[config.mk]
export PLATFORM = sky130hd
export DESIGN_NAME = alu_op_sequencer
export DESIGN_NICKNAME = d
export VERILOG_FILES = /design/src/rtl/alu_op_sequencer.sv
export SDC_FILE = /design/constraint.sdc
export NUM_CORES = 1
export LEC_CHECK = 0
export CORE_ASPECT_RATIO = 1.75
export CORE_MARGIN = 2
export CORE_UTILIZATION = 44
export CTS_BUF_LIST = sky130_fd_sc_hd__clkbuf_4 sky130_fd_sc_hd__clkbuf_8 sky130_fd_sc_hd__clkbuf_16
export CTS_CLUSTER_DIAMETER = 100
export DETAILED_ROUTE_END_ITERATION = 16
export GPL_TIMING_DRIVEN = 0
export PLACE_DENSITY = 0.95
export SYNTH_ARGS = -nofsm -noshare
export SYNTH_HDL_FRONTEND = slang
export SYNTH_SLANG_ARGS = --single-unit
[constraint.sdc]
create_clock -name clk -period 4.55 [get_ports clk]
set_input_delay 0.91 -clock clk [delete_from_list [all_inputs] [get_ports clk]]
set_output_delay 0.91 -clock clk [all_outputs]
set_load 0.02 [all_outputs]
[src/rtl/alu_op_sequencer.sv]
// Request/response front end for the 32-bit ALU: it drives the operands and the function
// code, holds them for the ALU or divider latency, and returns the result over valid/ready.
module alu_op_sequencer #(
    parameter int unsigned ALU_LAT    = 2,
    parameter int unsigned DIV_CYCLES = 32,
    parameter logic [5:0]  NOP_FUNCT  = 6'h00
) (
    input  logic        clk,
    input  logic        reset,
    input  logic        req_valid,
    output logic        req_ready,
    input  logic [5:0]  req_funct,
    input  logic [31:0] req_a,
    input  logic [31:0] req_b,
    output logic [31:0] alu_dataA,
    output logic [31:0] alu_dataB,
    output logic [5:0]  alu_signal,
    output logic        alu_reset,
    input  logic [31:0] alu_dataOut,
    output logic        rsp_valid,
    input  logic        rsp_ready,
    output logic [31:0] rsp_data,
    output logic        rsp_err,
    output logic        busy
);

    localparam int unsigned DATA_W  = 32;
    localparam int unsigned FUNCT_W = 6;
    localparam int unsigned MAX_LAT = (ALU_LAT > DIV_CYCLES) ? ALU_LAT : DIV_CYCLES;
    localparam int unsigned CNT_W   = (MAX_LAT > 1) ? $clog2(MAX_LAT) : 1;

    localparam logic [FUNCT_W-1:0] F_DIVU = 6'h1B;

    typedef enum logic [1:0] {
        ST_IDLE,
        ST_EXEC,
        ST_DIV_WAIT,
        ST_RESP
    } state_e;

    typedef enum logic [1:0] {
        CLS_ALU,
        CLS_DIV,
        CLS_ERR
    } op_class_e;

    state_e               state, state_d;
    logic [CNT_W-1:0]     cnt, cnt_d;
    logic [DATA_W-1:0]    data_a_d, data_b_d, rsp_data_d;
    logic [FUNCT_W-1:0]   signal_d;
    logic                 rsp_valid_d, rsp_err_d;
    op_class_e            req_class;

    // MFHI/MFLO share the single-cycle path: the ALU returns HI/LO on dataOut.
    function automatic op_class_e classify(input logic [FUNCT_W-1:0] f);
        case (f)
            6'h20, 6'h21, 6'h22, 6'h23, 6'h24, 6'h25, 6'h26, 6'h27,
            6'h2A, 6'h00, 6'h02, 6'h10, 6'h12: classify = CLS_ALU;
            F_DIVU:                             classify = CLS_DIV;
            default:                            classify = CLS_ERR;
        endcase
    endfunction

    assign req_class = classify(req_funct);
    assign alu_reset = reset;

    // Next-state and next-output logic
    always_comb begin
        state_d     = state;
        cnt_d       = cnt;
        data_a_d    = alu_dataA;
        data_b_d    = alu_dataB;
        signal_d    = alu_signal;
        rsp_valid_d = rsp_valid;
        rsp_data_d  = rsp_data;
        rsp_err_d   = rsp_err;

        case (state)
            ST_IDLE: begin
                if (req_valid && req_ready) begin
                    case (req_class)
                        CLS_ALU: begin
                            data_a_d = req_a;
                            data_b_d = req_b;
                            signal_d = req_funct;
                            cnt_d    = CNT_W'(ALU_LAT - 1);
                            state_d  = ST_EXEC;
                        end
                        CLS_DIV: begin
                            data_a_d = req_a;
                            data_b_d = req_b;
                            signal_d = req_funct;
                            cnt_d    = CNT_W'(DIV_CYCLES - 1);
                            state_d  = ST_DIV_WAIT;
                        end
                        default: begin
                            rsp_valid_d = 1'b1;
                            rsp_data_d  = '0;
                            rsp_err_d   = 1'b1;
                            state_d     = ST_RESP;
                        end
                    endcase
                end
            end
            ST_EXEC: begin
                if (cnt == '0) begin
                    rsp_valid_d = 1'b1;
                    rsp_data_d  = alu_dataOut;
                    rsp_err_d   = 1'b0;
                    signal_d    = NOP_FUNCT;
                    state_d     = ST_RESP;
                end else begin
                    cnt_d = cnt - CNT_W'(1);
                end
            end
            ST_DIV_WAIT: begin
                // Acknowledge only; quotient and remainder are fetched with MFLO/MFHI.
                if (cnt == '0) begin
                    rsp_valid_d = 1'b1;
                    rsp_data_d  = '0;
                    rsp_err_d   = 1'b0;
                    signal_d    = NOP_FUNCT;
                    state_d     = ST_RESP;
                end else begin
                    cnt_d = cnt - CNT_W'(1);
                end
            end
            ST_RESP: begin
                if (rsp_ready) begin
                    rsp_valid_d = 1'b0;
                    rsp_err_d   = 1'b0;
                    state_d     = ST_IDLE;
                end
            end
            default: begin
                state_d = ST_IDLE;
            end
        endcase
    end

    // State and output registers
    always_ff @(posedge clk) begin
        if (reset) begin
            state      <= ST_IDLE;
            cnt        <= '0;
            alu_dataA  <= '0;
            alu_dataB  <= '0;
            alu_signal <= NOP_FUNCT;
            rsp_valid  <= 1'b0;
            rsp_data   <= '0;
            rsp_err    <= 1'b0;
            req_ready  <= 1'b1;
            busy       <= 1'b0;
        end else begin
            state      <= state_d;
            cnt        <= cnt_d;
            alu_dataA  <= data_a_d;
            alu_dataB  <= data_b_d;
            alu_signal <= signal_d;
            rsp_valid  <= rsp_valid_d;
            rsp_data   <= rsp_data_d;
            rsp_err    <= rsp_err_d;
            req_ready  <= (state_d == ST_IDLE);
            busy       <= (state_d != ST_IDLE);
        end
    end

endmodule
# Word level (Yosys, flattened, before mapping)
# Memory sizes are Yosys's and may differ from the RTL's.
# Cells that the tools add are included.
[totals]
register_bits = 113
rom_bits = 128
inputBits = 106
out_inout_bits = 107
wordCells = 65
mem_count = 1
[mem_list]
columns = ["name", "words", "word_bits", "read_ports", "rd_clocked_by_memory_dff", "wr", "line", "text"]
rows = [
  ["(no name shown)", 64, 2, 1, 0, 0, "56", "case (f)"],
]
[classes]
add_sub_neg = 1
eq_ne = 13
muxes = 25
reduce_logical = 15
[ops]
columns = ["op", "n"]
rows = [
  ["two-way mux 32 bit", 4],
  ["one-hot mux 32 bit (3 select lines)", 1],
  ["one-hot mux 5 bit (2 select lines)", 2],
  ["two-way mux 6 bit", 3],
  ["!= test 2 bit (second input constant)", 7],
  ["one-hot mux 6 bit (2 select lines)", 1],
  ["AND reduction 4 bit", 3],
  ["two-way mux 5 bit", 2],
  ["zero test 2 bit", 3],
  ["two-way mux 2 bit", 3],
  ["one-hot mux 1 bit (3 select lines)", 2],
  ["one-hot mux 2 bit (3 select lines)", 1],
  ["zero test 5 bit", 1],
  ["two-way mux 1 bit", 5],
  ["AND reduction 5 bit", 1],
  ["subtractor 5 x 1 -> 5 bit (second input constant)", 1],
  ["equality test 2 x 1 -> 1 bit (second input constant)", 2],
  ["equality test 2 bit (second input constant)", 2],
  ["one-hot mux 2 bit (2 select lines)", 1],
  ["nonzero test 2 bit", 2],
  ["OR reduction 2 bit", 2],
  ["!= test 3 x 1 -> 1 bit (second input constant)", 1],
  ["AND reduction 3 bit", 1],
  ["nonzero test 3 bit", 1],
  ["other kinds (2)", 2],
]

# Depth between registers and ports, before layout
# Gate-level depths: netlist of run 1.
# An unclocked memory read counts as a cell.
[logic_depth]
ltp_word = 6
mapped_depth = 9
mapped_depth_nobuf = 7

# Least setup slack after synthesis of run 1
# OpenSTA, ideal clock, no wires.
[synth_path]
kind = "input to register"
start = "in req_funct[2]"
end = "reg alu_dataA[0]"
arrival_ns = 2.195
t_required_ns = 4.418
slack_ns = 2.223
path_stages = 6
n_path_buf = 1
cell_sequence = "or3b_4 > a21oi_4 > o2111ai_2 > clkbuf_1 > nand2_1 > a21oi_1"
[synth_via]
elab_chain_len = 4
word_cells_on_any_way = 5
classes_between = "eq/ne: 1; reduce/logical: 3; memory: 1"
[synth_rtl]
columns = ["item", "line", "text"]
rows = [
  ["start, declared", "12", "input logic [5:0] req_funct,"],
  ["memory (64 x 2 bit) *", "-", ""],
  ["equality test 2 x 1 -> 1 bit or zero test 2 bit (tied branches)", "81", "case (req_class)"],
  ["OR reduction 2 bit (no source line) *", "-", ""],
  ["AND reduction 3 bit (no source line) *", "-", ""],
  ["end signal, assigned", "157", "alu_dataA <= data_a_d;"],
  ["end, declared", "15", "output logic [31:0] alu_dataA,"],
]
# Mark *: on every way between the ends. The rest lies on a longest branch, timed or not.
# A chain may end at the register's enable or synchronous reset.

# Worst setup path after layout of run 1
[layout_path]
start = "in req_funct[3]"
end = "reg alu_dataA[22]"
# The elaborated chain is that of the path after synthesis.

==> results of run 1 <==
[metrics by stage]
step                      worst slack, ps  total power [mW]
after floorplan                      2220              2.02
after global placement               1390              2.46
after detailed placement             1240              2.52
after CTS                            1620              3.77
after global routing                 1400              3.96
final                                1520              3.78
[cells by family after synthesis]
family	Yosys count	share of synthesized area
mux	2	0.00444
buf+inv	53	0.0619
flops	113	0.502
simple gates	241	0.231
compound gates	136	0.181
fa+ha+maj	7	0.0194
[cell type report]
| class | count | area (um2) | area share |
|---|---|---|---|
| Clock inverter | 13 | 116 | 0.0159 |
| Inverter | 12 | 45.0 | 0.00615 |
| Clock buffer | 18 | 439 | 0.0599 |
| Tap cell | 125 | 156 | 0.0213 |
| Buffer | 41 | 234 | 0.0319 |
| Sequential cell | 113 | 2260 | 0.309 |
| Timing Repair Buffer | 211 | 2110 | 0.288 |
| Multi-Input combinational cell | 386 | 1960 | 0.268 |
[routing by layer]
metal / vias to the layer above / track usage
met2: 296 / 0.505
met3: 53 / 0.0865
met5: - / 0
li1: 2307 / -
met4: 0 / 0.153
met1: 2306 / 0.271
[critical path, stage by stage]
cell and delay, ps:
clkdlybuf4s50_1 590, nand4_1 310, a21oi_1 430, o2111ai_2 420, clkbuf_1 390, nand2_1 160
a21oi_1 70
[worst max-delay path by stage]
stage	endpoint	slack [ps]	cells after the start
2_1_floorplan	alu_dataA[0]$_SDFFE_PP0P_	2220	6
6_report	alu_dataA[22]$_SDFFE_PP0P_	1520	7
5_1_grt	alu_dataA[26]$_SDFFE_PP0P_	1400	7
3_5_place_dp	alu_dataA[23]$_SDFFE_PP0P_	1240	7
4_1_cts	alu_dataA[23]$_SDFFE_PP0P_	1620	7
3_3_place_gp	alu_dataA[27]$_SDFFE_PP0P_	1390	7
[Yosys cell counts, drive strengths merged]
cell and count:
a2111o 1, a2111oi 2, a211oi 3, a21o 1
a21oi 107, a311oi 1, a31oi 1, buf 14
clkbuf 27, dfxtp 113, ha 7, inv 12
mux2i 2, nand2 164, nand2b 12, nand3 34
nand4 1, nor2 12, nor2b 4, nor3 3
nor4b 1, o2111a 1, o2111ai 1, o21ai 5
o21bai 2, o31a 1, o31ai 1, o32ai 9
or2 4, or2b 2, or3 3, or3b 1
[power by group]
part,total (mW),switching [mW],leakage (nW),internal [mW]
sequential,1.21,0.0902,0.916,1.12
clock,1.23,0.467,0.256,0.758
combinational,1.35,0.799,1.38,0.549
total,3.78,1.36,2.55,2.43
[state kept, by name, indices dropped and copies added (netlist names)]
signal      cells
alu_signal      6
alu_dataB      32
rsp_data       32
busy            1
state           2
rsp_err         1
cnt             5
rsp_valid       1
req_ready       1
alu_dataA      32
==> key figures, run 1 <==
Outcome
  – Status: complete, no violations

GRT
  – Gr usage total: 0.277
  – Vias in the first global route: 5063
  – Initial antenna violation count: 0
  – First-pass GRT wire length: 23.7 mm
  – Global route total overflow: 0
  – Largest net degree at the start of global routing: 17

Finish
  – Fillers: 678
  – Finished Layout Cells: 919
  – Layout cells sized above 1: 0.0743
  – Post-Route Utilization: 0.740
  – Commonest non-fill, non-tap cells in the layout: clkdlybuf4s50_1 (211), nand2_1 (164), dfxtp_1 (113), a21oi_1 (106), nand3_1 (34)
  – Area growth, synth to finish: 62.7%
  – Final instance area: 7330 um2
  – Leading cell type in the layout, fill and taps excluded: clkdlybuf4s50_1
  – Antenna diode count: 0
  – # nets final: 895

Yosys
  – Syn Area/Cell: 8.16 um2
  – Sequential area share after synthesis: 0.502
  – Synth warn: 0
  – Post-Syn Area: 4500 um2
  – Cell count after synthesis: 552
  – Net Count, Synth: 665
  – Cell taking the most area after synthesis: dfxtp_1
  – Flops & latches, synth: 113
  – Top cells by area, synth: dfxtp_1 (50%), nand2_1 (14%), a21oi_1 (12%)
  – Share of the synthesized area in the top cell type: 0.502
  – Post-synthesis cell type count: 41

Worst hold path
  – Hold EP: rsp_data[13]$_SDFFE_PP0P_
  – Worst Hold Class: flip-flop to flip-flop
  – Hold path start: rsp_data[13]$_SDFFE_PP0P_
  – Hold path depth: 2

CTS
  – CTS max path bufs: 2
  – Clock H-tree levels: 4
  – CTS clk-pin slew, worst paths: 50 ps
  – # clock sinks: 113
  – Resized Gates After CTS: 0
  – Post-CTS setup buffer count: 0
  – Hold Buf Count CTS: 0
  – CTS tree: yes
  – Total CTS buffers: 17
  – Root Buffer: clkbuf_16
  – Worst skew pair latency: 410 ps

Floorplanning
  – I/O pin cnt: 213
  – Die H: 138 um
  – Cell Rows: 48
  – DIE AREA: 11100 um2
  – Chip width: 80.5 um
  – Initial core utilization: 0.455
  – Core area: 9910 um2

STA
  – RSZ-0062 raised after global routing: no
  – Slew Viols, Final: 0
  – WHS: 449 ps
  – Setup violations, final: 0
  – Setup TNS Final: 0 ps
  – Min cycle time layout: 3030 ps
  – Final Skew: 6.48 ps
  – Worst-margin pin slew: 696 ps
  – Slew margin rel.: 0.536
  – Final Hold Viols: 0
  – Period utilization: 0.666
  – Fmax: 330 MHz

Setup path
  – CP required: 4820 ps
  – CP Max Fanout: 10
  – Capturing point of the worst reg2reg path: rsp_data[8]$_SDFFE_PP0P_
  – Reg2Reg Setup Slack: 2100 ps
  – Register-to-Register Path Depth: 8
  – CP arrival: 3300 ps
  – Critical path launch point type: primary input
  – Worst setup startpoint: req_funct[3]
  – Setup crit end kind: flip-flop
  – Worst r2r src: cnt[0]$_SDFFE_PP0P_
  – Kind of critical path: primary input to flip-flop

Route
  – Avg WL per Cell: 16.7 um
  – WL met1: 5.13 mm
  – Initial DRC count: 379
  – DR DRC count: 0
  – DR WL met3: 1.22 mm
  – Drt total wl: 15.4 mm
  – Top routing layer in use: met4
  – Met2 WL: 8.47 mm
  – Initial DRT Pass Iterations: 6
  – ANT nets after route: 0
  – Vias: 4962
  – Vias per cell: 5.40

Power and ir drop
  – Leak Pwr: 2.55 nW
  – Maximum vdd ir drop: 0.363 mV
  – PwrDens: 516 nW/um2

Placement
  – GP Congestion: 0.854
  – Placed Instances: 888
  – Port Buffers: 211
  – Post-detail-place hpwl: 11.0 mm
  – Post-DP Area: 6770 um2

Run
  – Max_cap viols: 0
No activity file was read; power rests on OpenSTA's default activity.
==> inputs of run 2 (changes only) <==
Settings changed: CORE_UTILIZATION 44 to 41, PLACE_DENSITY 0.95 to 0.9.
Clock period 4.55 ns to 3 ns, I/O delays scaled along.
==> key figures, run 2 (synthesis results as in run 1) <==
STA
  – RSZ-0062 raised after global routing: no
  – Period utilization: 0.835
  – Setup violations, final: 0 (unchanged)
  – Min cycle time layout: 2500 ps
  – Final Hold Viols: 0 (unchanged)
  – Fmax: 399 MHz
  – Setup TNS Final: 0 ps (unchanged)
  – Final Skew: 9.43 ps (+2.95 ps)
  – Slew margin rel.: 0.600 (+0.0636)
  – Worst-margin pin slew: 601 ps (-95.5 ps)
  – Slew Viols, Final: 0 (unchanged)

GRT
  – First-pass GRT wire length: 22.8 mm (-4.0%)
  – Gr usage total: 0.241 (-0.0359)
  – Vias in the first global route: 4753 (-6.1%)
  – Global route total overflow: 0 (unchanged)
  – Initial antenna violation count: 0 (unchanged)
  – Largest net degree at the start of global routing: 17 (unchanged)

Floorplanning
  – Core area: 10700 um2 (+8.0%)
  – Initial core utilization: 0.421 (-0.0335)
  – Die H: 143 um (+3.5%)
  – Cell Rows: 50 (+4.2%)
  – Chip width: 83.2 um (+3.4%)
  – I/O pin cnt: 213 (unchanged)
  – DIE AREA: 11900 um2 (+7.0%)

Finish
  – Top flop regs: alu_dataA x32, alu_dataB x32, rsp_data x32
  – Layout cells sized above 1: 0.0755 (+0.00116)
  – Sequential Area: 2260 um2 (unchanged)
  – # nets final: 895 (unchanged)
  – Area growth, synth to finish: 64.3%
  – Fillers: 813 (+20%)
  – Leading cell type in the layout, fill and taps excluded: clkdlybuf4s50_1
  – Multi-input logic area: 1960 um2 (unchanged)
  – Commonest non-fill, non-tap cells in the layout: clkdlybuf4s50_1 (211), nand2_1 (164), dfxtp_1 (113), a21oi_1 (106), nand3_1 (34)
  – Final instance area: 7400 um2 (+0.99%)
  – Antenna diode count: 0 (unchanged)

CTS
  – Hold Buf Count CTS: 0 (unchanged)
  – Total CTS buffers: 17 (unchanged)
  – CTS max path bufs: 2 (unchanged)
  – Worst skew pair latency: 400 ps (about the same)
  – Resized Gates After CTS: 0 (unchanged)
  – Post-CTS setup buffer count: 0 (unchanged)
  – # clock sinks: 113 (unchanged)
  – CTS tree: yes
  – CTS clk-pin slew, worst paths: 50 ps (about the same)
  – Root Buffer: clkbuf_16
  – Clock H-tree levels: 4 (unchanged)

Setup path
  – CP arrival: 2770 ps (-530 ps)
  – Cells along the critical path: clkdlybuf4s50_1 -> nand4_1 -> a21oi_1 -> o2111ai_2 -> clkbuf_1 -> nand2_1 -> a21oi_1
  – Capturing point of the worst reg2reg path: rsp_data[12]$_SDFFE_PP0P_
  – Setup crit end kind: flip-flop
  – Cell mode on critical path: a21oi_1
  – Crit path max-delay family: buffers and inverters
  – Cell at the slowest stage of the critical path: clkdlybuf4s50_1
  – Worst r2r src: cnt[0]$_SDFFE_PP0P_
  – Kind of critical path: primary input to flip-flop
  – Critical path launch point type: primary input
  – CP required: 3270 ps (-1550 ps)
  – Reg2Reg Setup Slack: 730 ps (-1370 ps)
  – Slowest stage delay, CP: 560 ps (-30 ps)
  – CP Max Fanout: 10 (unchanged)
  – Register-to-Register Path Depth: 8 (unchanged)
  – CP Buf/Inv Count: 2 (unchanged)

Power and ir drop
  – Leak Pwr: 2.60 nW (+1.7%)
  – PwrDens: 803 nW/um2 (+56%)
  – Total Power: 5.95 mW (+57%)
  – Maximum vdd ir drop: 0.574 mV (+58%)

Route
  – Initial DRC count: 193 (-49%)
  – Vias per cell: 5.09 (-5.7%)
  – Initial DRT Pass Iterations: 4 (-2)
  – Avg WL per Cell: 15.6 um (-6.5%)
  – DR DRC count: 0 (unchanged)
  – Vias: 4712 (-5.0%)
  – Drt total wl: 14.5 mm (-5.9%)
  – ANT nets after route: 0 (unchanged)

Placement
  – Post-DP Area: 6780 um2 (about the same)
  – Post-detail-place hpwl: 10.7 mm (-2.8%)
  – Port Buffers: 211 (unchanged)
  – GP Congestion: 0.837 (-2.0%)

Worst hold path
  – Worst Hold Class: flip-flop to flip-flop
  – Hold path depth: 2 (unchanged)
  – Hold EP: rsp_data[7]$_SDFFE_PP0P_
  – Hold path start: rsp_data[7]$_SDFFE_PP0P_

Outcome
  – Status: complete, no violations

Run
  – Max_cap viols: 0 (unchanged)
==> run 2: cell types whose count changed in the layout (fill, tap and decap cells not counted), sizes merged <==
cell,delta
inv,+1
bufinv,+3
clkinvlp,-3
==> run 2: cell type report <==
cell class,count,area share
sequential,113,0.306
clock inverter,14,0.0255
buffer,41,0.0316
clock buffer,18,0.0585
tap,130,0.0220
timing repair buffer,211,0.285
multi-input combinational,386,0.265
inverter,12,0.00609
==> run 2: worst max-delay path by stage <==
| stage | start | end | slack [ps] | depth (start not counted) |
|---|---|---|---|---|
| final | req_funct[3] | alu_dataB[27]$_SDFFE_PP0P_ | 500 | 7 |
| after global routing | req_funct[3] | alu_dataA[23]$_SDFFE_PP0P_ | 340 | 7 |
| after CTS | req_funct[0] | alu_dataA[23]$_SDFFE_PP0P_ | 510 | 7 |
| after detailed placement | req_funct[3] | alu_dataA[23]$_SDFFE_PP0P_ | 90 | 7 |
| after global placement | req_funct[1] | alu_dataA[21]$_SDFFE_PP0P_ | 120 | 7 |
| after floorplan | req_funct[2] | alu_dataA[0]$_SDFFE_PP0P_ | 980 | 6 |
==> run 2: tightest hold or removal path: stages (launching register included) <==
cell and delay (ps):
dfxtp_1 300, nand2_1 50, a21oi_1 50
==> run 2: power breakdown <==
part           internal [mW]  switching (mW)
clock network           1.40           0.709
logic                  0.832            1.18
registers               1.70           0.132
total                   3.92            2.02
==> run 2: stage by stage <==
step	setup WS, ps	util	cells	hold slack, ps
floorplan	983	-	552	474
global placement	122	0.634	893	437
detailed placement	93.7	0.634	893	442
CTS	510	0.692	925	450
global route	344	0.692	925	463
finish	496	0.692	925	448
==> run 2: routing by layer <==
metal	up-vias	GRT usage	wire length, um
li1	2313	-	-
met1	2165	0.235	5050
met2	196	0.463	8120
met3	38	0.0578	805
met4	0	0.123	484
met5	-	0	0
